File: src/rtl/jk_bank_pkg.sv
// jk_bank_pkg: shared definitions for the JK bit bank arbiter.
//   - state_e      : arbiter/command FSM states
//   - JK_*         : two-bit {J,K} command encodings
//   - DEF_NBITS    : default bank width
//   - CMD_*        : command field positions. A command is {bcast, J, K, idx};
//                    idx sits at the bottom, the single-bit fields are given
//                    as offsets above the idx field (which is IDXW wide).
package jk_bank_pkg;

    typedef enum logic [1:0] {
        IDLE  = 2'd0,
        APPLY = 2'd1,
        DONE  = 2'd2
    } state_e;

    localparam logic [1:0] JK_HOLD = 2'b00;
    localparam logic [1:0] JK_CLR  = 2'b01;
    localparam logic [1:0] JK_SET  = 2'b10;
    localparam logic [1:0] JK_TGL  = 2'b11;

    localparam int DEF_NBITS = 8;

    localparam int CMD_IDX_LSB   = 0;
    localparam int CMD_K_OFS     = 0;
    localparam int CMD_J_OFS     = 1;
    localparam int CMD_BCAST_OFS = 2;

    // Total command width for a given index width.
    function automatic int cmd_width(input int idxw);
        return idxw + 3;
    endfunction

endpackage

File: src/rtl/jk_bit_cell.sv
// jk_bit_cell: one JK storage bit with a write enable.
// Ports:
//   clk_i  - clock, rising edge
//   rst_ni - asynchronous active-low reset, clears the bit
//   en_i   - apply {j_i,k_i} on this edge; otherwise hold
//   j_i    - J input
//   k_i    - K input
//   q_o    - stored bit
module jk_bit_cell
    import jk_bank_pkg::*;
(
    input  logic clk_i,
    input  logic rst_ni,
    input  logic en_i,
    input  logic j_i,
    input  logic k_i,
    output logic q_o
);

    logic q_q;

    always_ff @(posedge clk_i or negedge rst_ni) begin
        if (!rst_ni) begin
            q_q <= 1'b0;
        end else if (en_i) begin
            case ({j_i, k_i})
                JK_HOLD: q_q <= q_q;
                JK_CLR:  q_q <= 1'b0;
                JK_SET:  q_q <= 1'b1;
                JK_TGL:  q_q <= ~q_q;
                default: q_q <= q_q;
            endcase
        end
    end

    assign q_o = q_q;

endmodule

File: src/rtl/jk_bank_arb.sv
// jk_bank_arb: two-requester round-robin front end to a bank of NBITS JK bits.
// A command {bcast, J, K, idx} is accepted in IDLE, applied one cycle later
// (APPLY), and acknowledged with a one-cycle done pulse to its owner (DONE).
// Ports:
//   clk        - clock, rising edge
//   rst_n      - asynchronous active-low reset
//   req_valid  - per-requester command valid
//   req_ready  - per-requester accept (combinational, only in IDLE)
//   req_cmd0/1 - commands {bcast, J, K, idx}
//   done       - one-cycle completion pulse to the owning requester
//   err        - qualifies done: non-broadcast command with idx >= NBITS
//   q          - bank contents
//   busy       - FSM not in IDLE
module jk_bank_arb
    import jk_bank_pkg::*;
#(
    parameter int NBITS = DEF_NBITS,
    parameter int IDXW  = $clog2(NBITS)
) (
    input  logic              clk,
    input  logic              rst_n,
    input  logic [1:0]        req_valid,
    output logic [1:0]        req_ready,
    input  logic [IDXW+2:0]   req_cmd0,
    input  logic [IDXW+2:0]   req_cmd1,
    output logic [1:0]        done,
    output logic              err,
    output logic [NBITS-1:0]  q,
    output logic              busy
);

    localparam int CMDW      = cmd_width(IDXW);
    localparam int K_BIT     = IDXW + CMD_K_OFS;
    localparam int J_BIT     = IDXW + CMD_J_OFS;
    localparam int BCAST_BIT = IDXW + CMD_BCAST_OFS;

    state_e            state_q;
    logic              last_q;      // index of the requester granted most recently
    logic              owner_q;     // requester owning the command in flight
    logic [CMDW-1:0]   cmd_q;
    logic [CMDW-1:0]   cmd_d;
    logic [1:0]        gnt_d;
    logic [1:0]        done_q;
    logic              err_q;
    logic [31:0]       idx_ext;
    logic              idx_oob;
    logic [NBITS-1:0]  bit_en;

    // Round-robin grant, only offered while IDLE. On a tie the requester
    // that did not win last time is granted.
    always_comb begin
        gnt_d = 2'b00;
        if (state_q == IDLE) begin
            case (req_valid)
                2'b01:   gnt_d = 2'b01;
                2'b10:   gnt_d = 2'b10;
                2'b11:   gnt_d = last_q ? 2'b01 : 2'b10;
                default: gnt_d = 2'b00;
            endcase
        end
    end

    assign req_ready = gnt_d;
    assign cmd_d     = gnt_d[1] ? req_cmd1 : req_cmd0;

    // IDXW may be wider than needed so that out-of-range indices are
    // representable; compare at full width.
    assign idx_ext = 32'(cmd_q[CMD_IDX_LSB +: IDXW]);
    assign idx_oob = (idx_ext >= 32'(NBITS));

    // Bit enables are only live during APPLY, so the bank updates on the
    // edge that ends APPLY. An out-of-range index matches no bit.
    always_comb begin
        bit_en = '0;
        if (state_q == APPLY) begin
            for (int i = 0; i < NBITS; i++) begin
                bit_en[i] = cmd_q[BCAST_BIT] || (idx_ext == 32'(i));
            end
        end
    end

    always_ff @(posedge clk or negedge rst_n) begin
        if (!rst_n) begin
            state_q <= IDLE;
            last_q  <= 1'b1;
            owner_q <= 1'b0;
            cmd_q   <= '0;
            done_q  <= 2'b00;
            err_q   <= 1'b0;
        end else begin
            case (state_q)
                IDLE: begin
                    done_q <= 2'b00;
                    err_q  <= 1'b0;
                    if (gnt_d != 2'b00) begin
                        cmd_q   <= cmd_d;
                        owner_q <= gnt_d[1];
                        last_q  <= gnt_d[1];
                        state_q <= APPLY;
                    end
                end
                APPLY: begin
                    done_q  <= owner_q ? 2'b10 : 2'b01;
                    err_q   <= !cmd_q[BCAST_BIT] && idx_oob;
                    state_q <= DONE;
                end
                DONE: begin
                    done_q  <= 2'b00;
                    err_q   <= 1'b0;
                    state_q <= IDLE;
                end
                default: begin
                    done_q  <= 2'b00;
                    err_q   <= 1'b0;
                    state_q <= IDLE;
                end
            endcase
        end
    end

    assign done = done_q;
    assign err  = err_q;
    assign busy = (state_q != IDLE);

    for (genvar g = 0; g < NBITS; g++) begin : g_cell
        jk_bit_cell u_cell (
            .clk_i  (clk),
            .rst_ni (rst_n),
            .en_i   (bit_en[g]),
            .j_i    (cmd_q[J_BIT]),
            .k_i    (cmd_q[K_BIT]),
            .q_o    (q[g])
        );
    end

endmodule

File: config.mk
export PLATFORM = sky130hd
export DESIGN_NAME = jk_bank_arb
export DESIGN_NICKNAME = d
export VERILOG_FILES = /design/src/rtl/jk_bank_pkg.sv /design/src/rtl/jk_bit_cell.sv /design/src/rtl/jk_bank_arb.sv
export SDC_FILE = /design/constraint.sdc
export NUM_CORES = 1
export LEC_CHECK = 0
export CAP_MARGIN = 10
export CORE_MARGIN = 5
export CORE_UTILIZATION = 50
export DETAILED_ROUTE_END_ITERATION = 10
export GPL_TIMING_DRIVEN = 0
export PLACE_DENSITY_LB_ADDON = 0.05
export SETUP_SLACK_MARGIN = 0.2
export SLEW_MARGIN = 25
export SYNTH_ARGS = -nofsm -noshare
export SYNTH_HDL_FRONTEND = slang
export SYNTH_SLANG_ARGS = --single-unit
File: constraint.sdc
create_clock -name clk -period 2.5 [get_ports clk]
set_clock_uncertainty 0.1 [all_clocks]
set_input_delay 0.25 -clock clk [delete_from_list [all_inputs] [get_ports clk]]
set_output_delay 0.25 -clock clk [all_outputs]
set_load 0.1 [all_outputs]
==> results_dict.tcl <==
set metrics [dict create \
    status "complete, no violations" \
    nets 160 \
    rows 17 \
    yosys-top-cells-area "dfrtp_1 41%, o311ai_2 8.5%, buf_4 5.9%, o21a_1 5.2%, inv_1 3.6%" \
    numCtsBuffers 3 \
    synth_edf_count 0 \
    max_freq_mhz 444 \
    setup_viol 0 \
    period_share_pct 90.1 \
    synth.ff_latch_count 20 \
    syn_avg_cell_area_sq_um 10.4 \
    critPathKind "reg -> out" \
    ff2ff_path_depth 4 \
    grt_max_degree 21 \
    area_growth_syn_to_layout_pct 31.2 \
    antenna_found_initial 0 \
    end_kind "output port" \
    postCtsSetupRepairBufs 0 \
    clk_pin_slew_ns 0.12 \
    critPathMaxFanout 10 \
    ys.warnings.count 0 \
    ios 30 \
    synth_area_sq_um 1150 \
    tightest_slew_ns 0.969 \
    seq_area_sq_um 502 \
    viasPerCell 5.45 \
    dr.first_iter.drc_count 8 \
    cts_max_level 1 \
    synth_cells 111 \
    crit_required_ns 2.15 \
    start_util_pct 52.0 \
    first_pass_iters 4 \
    ant_nets 0 \
    wl_per_cell_um 14.9 \
    die_h_um 58.0 \
    arrival_ns 1.90 \
    n_fill_cell 196 \
    dieArea_sq_um 3360 \
    synth.top_cell.area_share_pct 41.3 \
    grt_pass1_wl_mm 4.30 \
    coreArea_sq_um 2210 \
    hold_viol 0 \
    synth_flop_cell "dfrtp_1" \
    synthArstFlopShare_pct 100 \
    timing.max_cap.violations 0 \
    max-clock-path-buffers 2 \
    grt_pass1_vias 957 \
    yosysUniqueCellTypes 31 \
    synthTopCellsByCount "19 x dfrtp_1, 11 x inv_1, 9 x buf_4" \
    setup_tns_ns 0 \
    multi_input_comb_area_sq_um 500 \
    place_congestion 0.762 \
    root_buffer "clkbuf_4" \
    drive_gt1_share_pct 23.8 \
    slew_viol_final 0 \
    hpwl_mm 1.86 \
    clkSinkCount 20 \
    syn-num-nets 127 \
    drcViolationCount 0 \
    port_buffers 27 \
    min_period_ns 2.25 \
    die_w_um 58.0 \
    start_kind "register" \
    rsz0062_at_grt "true" \
    ys_seq_area_share_pct 43.6 \
    synth_top_area_cell "dfrtp_1" \
    wirelength_mm 2.55 \
    worstSkewPairLatency_ns 0.30 \
    holdPathStages 3 \
    yosysMostFrequentCell "dfrtp_1" \
    dr_total_vias 932 \
    grt_usage_pct 16.4 \
    worst_hold_path_type "in -> reg" \
    relSlewSlack_pct 35.3 \
    grt.overflow.total 0 \
    n_antenna_cell 0 \
    cts_tree "yes" \
]
==> worst paths after layout <==
path	from	to	slack (ns)
hold reg to reg	owner_q	done[0]	0.36
min in group asynchronous	rst_n	g_cell[7].u_cell.q_o	0.31
max in group asynchronous	rst_n	last_q	1.64
setup / recovery	state_q[0]	req_ready[1]	0.25
setup reg to reg	last_q	cmd_q[2]	1.05
hold / removal	req_valid[1]	cmd_q[5]	0.25
==> flip-flops by register name, summed over array words and instances, names as in the netlist <==
| signal | cells |
|---|---|
| cmd_q | 6 |
| done | 2 |
| g_cell.u_cell.q_o | 8 |
| last_q | 1 |
| owner_q | 1 |
| state_q | 2 |
==> final cells by class <==
type,count,area share (%)
plain buffers,16,7.05
clock buffers,4,1.74
inverters,12,2.99
well taps,28,2.32
multi-input cells,63,33.2
repair buffers,28,19.5
flip-flops and latches,20,33.3
==> placed cells by master, fill, tap and decap left out, drive strengths merged <==
master | Yosys | routed
a21oi | 5 | 5
nor3b | 3 | 3
o21ai | 10 | 10
clkdlybuf4s50 | 0 | 15
dlygate4sd2 | 0 | 1
conb | 1 | 1
and3b | 4 | 4
dfrtp | 19 | 19
nor2b | 2 | 2
and2 | 1 | 1
dfstp | 1 | 1
dlymetal6s2s | 0 | 8
o2111ai | 4 | 4
a31o | 1 | 1
o21a | 8 | 8
clkbuf | 2 | 6
nand2 | 2 | 2
a41oi | 1 | 1
and3 | 1 | 1
inv | 12 | 12
o311ai | 6 | 6
nand4 | 6 | 6
buf | 14 | 15
clkdlybuf4s18 | 0 | 2
o2111a | 3 | 3
nor3 | 1 | 1
nor2 | 2 | 2
a21o | 2 | 2
dlygate4sd3 | 0 | 1
==> cell families (layout without fill, tap and decap cells) <==
kind of cell,after synthesis,after routing,synth area share [%]
AOI/OAI and AO/OA,40,40,29.4
buffers and inverters,28,60,13.2
and+or+nand+nor,22,22,13.5
DFF,20,20,43.6
other,1,1,0.326
==> stage by stage <==
step	instances	hold slack, ns	utilization (%)	worst slack, ns	cell area, sq um
after detailed placement	166	0.351	66.0	-0.217	1460
final	171	0.251	68.2	0.247	1510
after global placement	166	0.338	66.0	-0.216	1460
after floorplan	111	-0.146	-	0.584	1150
after global routing	171	0.244	68.2	0.151	1510
after CTS	170	0.250	67.2	0.211	1490
==> what timing repair did <==
item                                    4_1_cts  5_1_grt
resized for setup                             7       10
endpoints found under the setup margin        3       10
hold buffers                                  0        1
endpoints found under the hold margin         0       19
gates cloned                                  0        0
==> worst max-delay path, cell delays in order, from the launching register on <==
cell and delay, ns:
dfrtp_1 0.43, nor2_4 0.25, and3_4 0.23, buf_6 0.14, clkdlybuf4s18_2 0.55
==> per-layer routing <==
| metal | share of wire, % | GRT usage (%) |
|---|---|---|
| met5 | 0 | 0 |
| met4 | 1.6 | 7.95 |
| met3 | 6.4 | 3.56 |
| met2 | 46 | 27.6 |
| met1 | 46 | 19.7 |
Power is not shown: default switching activity piles up to over one toggle a cycle in this logic, so the estimate is an artifact.
